$ cat src/rtl/vram_pkg.sv
// vram_pkg: shared framebuffer geometry, pixel, rectangle command and FSM types
package vram_pkg;
  localparam int FB_W = 320;
  localparam int FB_H = 240;
  typedef logic [7:0] rgb332_t;
  typedef struct packed {
    logic [8:0] x0;
    logic [7:0] y0;
    logic [8:0] w;
    logic [7:0] h;
    rgb332_t    color;
  } rect_cmd_t;
  typedef enum logic [1:0] {S_IDLE, S_CLIP, S_WRITE, S_DONE} state_t;
endpackage

$ cat src/rtl/rect_clip.sv
// rect_clip: clip a rectangle to the framebuffer and flag rectangles with no visible pixels
module rect_clip
  import vram_pkg::*;
#(
  parameter int FB_W = vram_pkg::FB_W,
  parameter int FB_H = vram_pkg::FB_H
) (
  input  logic [8:0] x0,
  input  logic [7:0] y0,
  input  logic [8:0] w,
  input  logic [7:0] h,
  output logic [8:0] x_end,
  output logic [7:0] y_end,
  output logic       empty
);
  localparam logic [9:0] X_MAX = 10'(FB_W);
  localparam logic [8:0] Y_MAX = 9'(FB_H);
  logic [9:0] x_sum;
  logic [8:0] y_sum;
  always_comb begin
    x_sum = {1'b0, x0} + {1'b0, w};
    y_sum = {1'b0, y0} + {1'b0, h};
    x_end = x_sum > X_MAX ? X_MAX[8:0] : x_sum[8:0];
    y_end = y_sum > Y_MAX ? Y_MAX[7:0] : y_sum[7:0];
    empty = w == '0 || h == '0 || {1'b0, x0} >= X_MAX || {1'b0, y0} >= Y_MAX;
  end
endmodule

$ cat src/rtl/vram_rect_writer.sv
// vram_rect_writer: fills clipped rectangles in VRAM, one granted pixel write per cycle
module vram_rect_writer #(
  parameter int ADDR_W = 17,
  parameter int FB_W   = vram_pkg::FB_W,
  parameter int FB_H   = vram_pkg::FB_H
) (
  input  logic              CLK,
  input  logic              RST,
  input  logic [ADDR_W-1:0] BASE_ADDR,
  input  logic              CMD_VALID,
  output logic              CMD_READY,
  input  logic [8:0]        CMD_X0,
  input  logic [7:0]        CMD_Y0,
  input  logic [8:0]        CMD_W,
  input  logic [7:0]        CMD_H,
  input  logic [7:0]        CMD_COLOR,
  output logic              VRAM_WE,
  output logic [ADDR_W-1:0] VRAM_WADDR,
  output logic [7:0]        VRAM_WDATA,
  input  logic              VRAM_WGNT,
  output logic              BUSY,
  output logic              DONE
);
  import vram_pkg::*;
  localparam logic [ADDR_W-1:0] STRIDE = ADDR_W'(FB_W);
  state_t            state;
  rect_cmd_t         cmd;
  logic [ADDR_W-1:0] base, row_base, clip_row_base;
  logic [8:0]        x, x_end, clip_x_end;
  logic [7:0]        y, y_end, clip_y_end;
  logic              clip_empty;
  rect_clip #(.FB_W(FB_W), .FB_H(FB_H)) u_clip (
    .x0(cmd.x0), .y0(cmd.y0), .w(cmd.w), .h(cmd.h),
    .x_end(clip_x_end), .y_end(clip_y_end), .empty(clip_empty)
  );
  // y0*320 as shift-add so no multiplier is inferred
  assign clip_row_base = base + ADDR_W'({cmd.y0, 8'b0}) + ADDR_W'({cmd.y0, 6'b0});
  always_ff @(posedge CLK) begin
    if (RST) begin
      state      <= S_IDLE;
      CMD_READY  <= 1'b1;
      BUSY       <= 1'b0;
      DONE       <= 1'b0;
      VRAM_WE    <= 1'b0;
      VRAM_WADDR <= '0;
      VRAM_WDATA <= '0;
    end else begin
      unique case (state)
        S_IDLE: if (CMD_VALID && CMD_READY) begin
          cmd       <= '{CMD_X0, CMD_Y0, CMD_W, CMD_H, CMD_COLOR};
          base      <= BASE_ADDR;
          CMD_READY <= 1'b0;
          BUSY      <= 1'b1;
          state     <= S_CLIP;
        end
        S_CLIP: begin
          x_end    <= clip_x_end;
          y_end    <= clip_y_end;
          x        <= cmd.x0;
          y        <= cmd.y0;
          row_base <= clip_row_base;
          if (clip_empty) begin
            DONE  <= 1'b1;
            state <= S_DONE;
          end else begin
            VRAM_WE    <= 1'b1;
            VRAM_WADDR <= clip_row_base + ADDR_W'(cmd.x0);
            VRAM_WDATA <= cmd.color;
            state      <= S_WRITE;
          end
        end
        S_WRITE: if (VRAM_WGNT) begin
          if (x != x_end - 9'd1) begin
            x          <= x + 9'd1;
            VRAM_WADDR <= row_base + ADDR_W'(x + 9'd1);
          end else if (y != y_end - 8'd1) begin
            x          <= cmd.x0;
            y          <= y + 8'd1;
            row_base   <= row_base + STRIDE;
            VRAM_WADDR <= row_base + STRIDE + ADDR_W'(cmd.x0);
          end else begin
            VRAM_WE <= 1'b0;
            DONE    <= 1'b1;
            state   <= S_DONE;
          end
        end
        S_DONE: begin
          DONE      <= 1'b0;
          BUSY      <= 1'b0;
          CMD_READY <= 1'b1;
          state     <= S_IDLE;
        end
      endcase
    end
  end
endmodule

$ cat config.mk
export PLATFORM = sky130hd
export DESIGN_NAME = vram_rect_writer
export DESIGN_NICKNAME = d
export VERILOG_FILES = /design/src/rtl/vram_pkg.sv /design/src/rtl/rect_clip.sv /design/src/rtl/vram_rect_writer.sv
export SDC_FILE = /design/constraint.sdc
export NUM_CORES = 1
export LEC_CHECK = 0
export CAP_MARGIN = 20
export CORE_UTILIZATION = 53
export DETAILED_ROUTE_END_ITERATION = 16
export GPL_TIMING_DRIVEN = 0
export HOLD_SLACK_MARGIN = 0.06
export PLACE_DENSITY = 0.76
export SYNTH_ARGS = -nofsm -noshare
export SYNTH_HDL_FRONTEND = slang
export SYNTH_SLANG_ARGS = --single-unit
$ cat constraint.sdc
create_clock -name CLK -period 4.3 [get_ports CLK]
set_input_delay 1.075 -clock CLK [delete_from_list [all_inputs] [get_ports CLK]]
set_output_delay 1.075 -clock CLK [all_outputs]
set_load 0.02 [all_outputs]
==> flow_summary.ini <==
[global_route]
grt_pass1_wl_um = 36000
grt_use_total_pct = 26.5
grt_max_degree = 37
grt_pass1_vias = 7050
antenna_found_initial = 0
grt.overflow.total = 0

[route]
ant_nets = 0
drt_first_pass_iters = 5
drc = 0
drt_iter0_drc = 613
vias_per_cell = 5.87
dr_total_vias = 7355
wl_per_cell_um = 18.3
drt_wl_total_um = 22900

[layout]
syn_to_final_growth_pct = 20.3
mostFrequentLayoutCells = 110 x edfxtp_1, 91 x clkdlybuf4s50_1, 68 x nor2_1, 66 x ha_1, 58 x a21oi_1
final_util_pct = 66.0
final_common_cell = edfxtp_1
num_antenna_cells = 0
drive_gt1_share_pct = 6.49
layout.nets = 1160

[floorplan]
coreArea_um2 = 16800
num_io_pins = 92
rows = 47
die_h_um = 134
dieWidth_um = 134
initial_core_util_pct = 54.9
die_area_um2 = 17900

[clocking]
htree_levels = 4
clk_latency_ns = 0.44
cts_buffer_depth = 2
ctsResizeCount = 0
clk_pin_slew_ns = 0.06
hold_buffers = 0
cts_tree = built
clock_sinks = 141
cts_root_buf = clkbuf_16
post_cts_buffers = 0
cts_buffers = 17

[synthesis]
seq_area_frac_synth_pct = 42.5
ys_async_sr_fraction_pct = 0
postSynthCellCount = 906
synth_cell_types = 72
ys_ff_latch = 141
synth_edf_count = 110
ys.warnings.count = 0
synthesis.area_um2 = 9230
avgSynthCellArea_um2 = 10.2
synthFlopType = edfxtp_1
synth_nets = 1047

[timing]
setup_tns_ns = 0
drv_slew = 0
worst_clock_skew_ns = 0.0136
fmax_mhz = 260
hold_viol = 0
worst_pin_slew_ns = 1.03
fin_crit_ns = 3.85
min_period_over_period_pct = 89.5
slew-limit-headroom_pct = 29.8
setup_viol = 0
rsz0062_at_grt = false

[power_and_ir_drop]
p_leak_uw = 0.00419
power_frac_comb_pct = 44.9
switching_power_uw = 2590
p_sw_share_pct = 38.7
p_int_uw = 4090
ir_drop_mv = 0.461
seqPwrFrac_pct = 31.3
p_per_area_nw_per_um2 = 602
clockPowerShare_pct = 23.8

[placement]
portBuffers = 91
gp_congestion = 0.940
hpwl_um = 17200

[setup_path]
required_ns = 4.58
endpoint_kind = flip-flop
cp_data_arrival_time_ns = 4.13
worstSetupPathType = flip-flop to flip-flop
startpoint_type = flip-flop
crit_fanout = 5

[run_status]
status = finished, final reports clean

[job]
cap_violations = 0

[min_path]
hp-class = flip-flop to flip-flop
-- cell families after synthesis --
kind of cell	Yosys count	share of synthesized area (%)
multiplexers	23	2.55
AND/OR/NAND/NOR	281	15.6
buffers and inverters	70	3.12
flip-flops	141	42.5
XOR/XNOR	86	8.16
AO/OA/AOI/OAI	227	16.5
adder cells (fa/ha/maj)	78	11.6
-- per-layer routing --
layer / GRT usage [%] / routed length [um]
met1: 34.4 / 10100
met2: 43.6 / 10800
met3: 5.82 / 1340
met4: 9.34 / 624
met5: 0 / 0
-- layout make-up --
type                            instances  area [um^2]
Buffer                                 27          126
Multi-Input combinational cell        695         5030
Clock buffer                           17          425
Clock inverter                         15          208
Fill cell                            1327         5720
Timing Repair Buffer                   94          951
Tap cell                              220          275
Inverter                               43          161
Sequential cell                       141         3920
-- critical path, stage by stage (launching register included) --
cell and delay (ns):
edfxtp_1 0.48, inv_1 0.09, fa_1 0.51, inv_1 0.07, fa_1 0.51, ha_1 0.38, nand2_1 0.07, a211oi_1 0.40
o211ai_1 0.20, or4_1 0.45, xor2_1 0.25, o32a_1 0.21, a31oi_1 0.07
-- state kept, by name, indices dropped and copies added (netlist names) --
name / cells
base: 17
x: 9
x_end: 9
row_base: 17
state: 2
DONE: 1
VRAM_WADDR: 17
y_end: 8
cmd: 42
VRAM_WE: 1
VRAM_WDATA: 8
BUSY: 1
y: 8
CMD_READY: 1
-- final timing paths --
kind         slack (ns)                     endpoint                       start  depth (start not counted)
max                0.45  VRAM_WADDR[15]$_SDFFE_PP0P_           cmd[27]$_DFFE_PP_                         12
min                0.46   VRAM_WADDR[3]$_SDFFE_PP0P_  VRAM_WADDR[3]$_SDFFE_PP0P_                          2
min reg2reg        0.46   VRAM_WADDR[3]$_SDFFE_PP0P_  VRAM_WADDR[3]$_SDFFE_PP0P_                          2
max reg2reg        0.45  VRAM_WADDR[15]$_SDFFE_PP0P_           cmd[27]$_DFFE_PP_                         12
-- per-stage QoR --
stage          power [uW]  hold WS [ns]  instance area, um^2  std cells  setup WS (ns)
5_1_grt              7080         0.482                11100       1252          0.179
2_1_floorplan        4160         0.453                 9230        906          0.578
3_3_place_gp         4970         0.446                10400       1217         -0.840
6_report             6680         0.462                11100       1252          0.450
4_1_cts              6670         0.464                11100       1252          0.469
3_5_place_dp         5050         0.458                10500       1220          0.524
-- Yosys cell counts, types with 6 or more instances --
master	count	area share, %
o31ai_1	7	0.57
inv_1	41	1.7
o21a_1	12	0.98
dfxtp_1	31	6.7
nand2b_1	14	0.95
nand3b_1	6	0.49
nand4_1	8	0.54
nor2b_1	21	1.4
a211oi_1	11	0.90
nor3_1	22	1.2
nor2_1	70	2.8
a21oi_1	58	3.1
nand2_1	53	2.2
clkbuf_1	16	0.65
and2_1	9	0.61
a31oi_1	11	0.75
o211ai_1	9	0.73
ha_1	66	9.0
or3_1	7	0.47
edfxtp_1	110	36
xnor2_1	50	4.7
nand3_1	26	1.4
mux2i_1	19	2.1
fa_1	12	2.6
and3_1	14	0.95
xor2_1	36	3.4
o21ai_0	49	2.7
a21boi_0	8	0.65
or2_2	7	0.47
a21o_1	14	1.1
-- power by group through the flow --
stage / clock (uW) / combinational [uW] / sequential (uW)
4_1_cts: 1610 / 2970 / 2090
3_5_place_dp: 0 / 2940 / 2110
3_3_place_gp: 0 / 2850 / 2110
2_1_floorplan: 0 / 2000 / 2160
6_report: 1590 / 3000 / 2090
5_1_grt: 1670 / 3300 / 2120
No activity file was read; power rests on OpenSTA's default activity.
==> RTL change: new RTL, same settings <==
Encoding of `state_t`: now one-hot (4 bits for 4 states).
--- a/src/rtl/vram_pkg.sv
+++ b/src/rtl/vram_pkg.sv
@@ -10,6 +10,6 @@
     logic [7:0] h;
     rgb332_t    color;
   } rect_cmd_t;
-  typedef enum logic [1:0] {S_IDLE, S_CLIP, S_WRITE, S_DONE} state_t;
+  typedef enum logic [3:0] {S_IDLE = 4'b0001, S_CLIP = 4'b0010, S_WRITE = 4'b0100, S_DONE = 4'b1000} state_t;
 endpackage
 
Formal check against the unedited RTL: same outputs for any inputs over 4 cycles, from zero or initial values and one cycle with RST high; so few cycles prove little.
==> RTL change against the original RTL <==
Design area increased by 1.9%; core utilization is 0.39 points lower; fmax grew 6.2%; setup slack improved by 220 ps; area after synthesis up 1.3%; sequential cell count grew 2; routed wire length is 1.8% higher; critical endpoint unchanged; largest cell class unchanged.
Power is not compared: it rests on default switching activity, and its combinational part moved more than twofold at a synthesized area within 25%.
==> RTL change: results (changes against the original RTL) <==
Logic synthesis
  • Ranking of synthesized cells by area: edfxtp_1 35%, ha_1 8.3%, dfxtp_1 7.1%
  • Mean Syn Cell Area: 9.87 um^2 (-3.1%)
  • Number of synthesized flops with an enable pin: 110 (unchanged)
  • Register area share after synthesis: 0.424 (-0.00124)
  • Ys Warns: 0 (unchanged)
  • Async set or reset register ratio after synthesis: 0 (unchanged)
  • Post-synth top cells: 110 x edfxtp_1, 89 x nand2_1, 72 x o21ai_0
  • Count leader, synth: edfxtp_1
  • Post-synth net total: 1,084 (+3.5%)
  • Synth cell types: 79 (+9.7%)

Worst setup path
  • Critical path fanouts, max: 4 (-1)
  • Worst EP arrival: 3910 ps (-220 ps)
  • R2R Setup Slk: 670 ps (+220 ps)
  • Reg2reg start: cmd[27]
  • Critical R2R Capture: VRAM_WADDR[15]
  • Path depth of the worst reg2reg path: 11 (-1)

Power and ir drop
  • Leakage: 4.20 nW
  • VDD IR max: 0.297 mV

Final layout
  • Antenna Cells: 0 (unchanged)
  • Layout cell share with drive strength beyond 1: 0.0633 (-0.00167)
  • Top reg by flops: cmd
  • Final std cells w/o fill: 1,300 (+3.8%)
  • Nets: 1,199 (+3.4%)
  • Max reg flops: 42 (unchanged)

Min path
  • Worst hold path cell count: 2 (unchanged)
  • Hold WC Path Type: reg -> reg
  • Hold path start: VRAM_WDATA[7]
  • Hold-critical path endpoint: VRAM_WDATA[7]

Clock tree
  • H-tree depth: 4 (unchanged)
  • Max clock buf depth: 2 (unchanged)
  • CTS Root Buffer Type: clkbuf_16
  • Clock-pin slew on the worst setup and hold paths: 60 ps (about the same)
  • Post-CTS setup buffer count: 0 (unchanged)

Placed design
  • RePlAce Congestion: 0.977 (+3.9%)
  • Placed inst area: 10,600 um^2 (+1.6%)
  • Dpl cells: 1,268 (+3.9%)
  • Final HPWL DP: 17.5 mm (+1.6%)
  • Port-buffer cells: 91 (unchanged)

Global route
  • Total Routing Usage GR: 0.270 (+0.00538)
  • First-pass GRT wire length: 37.5 mm (+4.3%)
  • Initial antenna violation count: 0 (unchanged)
  • Vias in the first global route: 7,518 (+6.6%)
  • Largest net degree at the start of global routing: 20 (-46%)

Outcome
  • Status: finished clean

Timing
  • Worst Skew: 11.9 ps (-1.64 ps)
  • Worst-margin pin slew: 1020 ps (-10.8 ps)
  • Final setup fails: 0 (unchanged)

Routing
  • Final WL: 23.3 mm (+1.8%)
  • DRT iter0 DRCs: 622 (+1.5%)
  • Drt first pass iters: 7 (+2)
  • Vias per cell: 5.98 (+1.8%)
  • Antenna Nets Post-Route: 0 (unchanged)
==> RTL change: kinds of logic after synthesis <==
kind of cell	synth area share
and+or+nand+nor	0.164
AOI/OAI and AO/OA	0.181
muxes	0.00790
DFF	0.424
adders and majority gates	0.109
xor gates and xnor gates	0.0806
buffers and inverters	0.0337
==> RTL change: area by class of cell <==
type / count / area (um^2)
Clock inverter: 7 / 78.8
Inverter: 43 / 161
Clock buffer: 25 / 593
Buffer: 32 / 154
Timing Repair Buffer: 96 / 971
Tap cell: 225 / 282
Sequential cell: 143 / 3960
Fill cell: 1396 / 5930
Multi-Input combinational cell: 729 / 5100
==> RTL change: worst max-delay path: stages, from the launching register on <==
cell	delay (ps)
edfxtp_1	440
inv_1	110
fa_1	510
inv_1	70
fa_1	500
ha_1	360
nand2_1	60
o31ai_1	580
nand2_1	140
o21a_1	220
o21ai_0	340
a311oi_2	150
==> RTL change: worst max-delay path by stage <==
| stage | endpoint | from | cells past startpoint |
|---|---|---|---|
| finish | VRAM_WADDR[15] | cmd[27] | 11 |
| floorplan | row_base[10] | x_end[0] | 9 |
| detailed placement | VRAM_WADDR[15] | cmd[27] | 11 |
| CTS | VRAM_WADDR[15] | cmd[27] | 11 |
| global placement | y[7] | x_end[0] | 9 |
| global route | VRAM_WADDR[15] | cmd[27] | 11 |
==> RTL change: where the power goes <==
group / switching (W) / internal, W / total (W)
Sequential: 0.0000714 / 0.00160 / 0.00167
Clock: 0.000602 / 0.00103 / 0.00163
Combinational: 0.000533 / 0.000419 / 0.000952
Total: 0.00121 / 0.00304 / 0.00425
==> RTL change: metal layers <==
| layer | global-route usage | up-vias | routed length, um |
|---|---|---|---|
| met5 | 0 | - | 0 |
| li1 | - | 3743 | - |
| met2 | 0.439 | 327 | 10800 |
| met4 | 0.136 | 0 | 898 |
| met1 | 0.347 | 3639 | 9840 |
| met3 | 0.0488 | 63 | 1740 |
==> RTL change: stage by stage <==
step	TNS, ps	hold slack, ps	utilization	power [W]	setup WS (ps)
5_1_grt	0	483	0.656	0.00442	471
3_5_place_dp	0	443	0.617	0.00263	689
2_1_floorplan	0	471	-	0.00232	193
6_report	0	457	0.656	0.00425	674
3_3_place_gp	-73630	442	0.612	0.00260	-1120
4_1_cts	0	461	0.656	0.00425	690
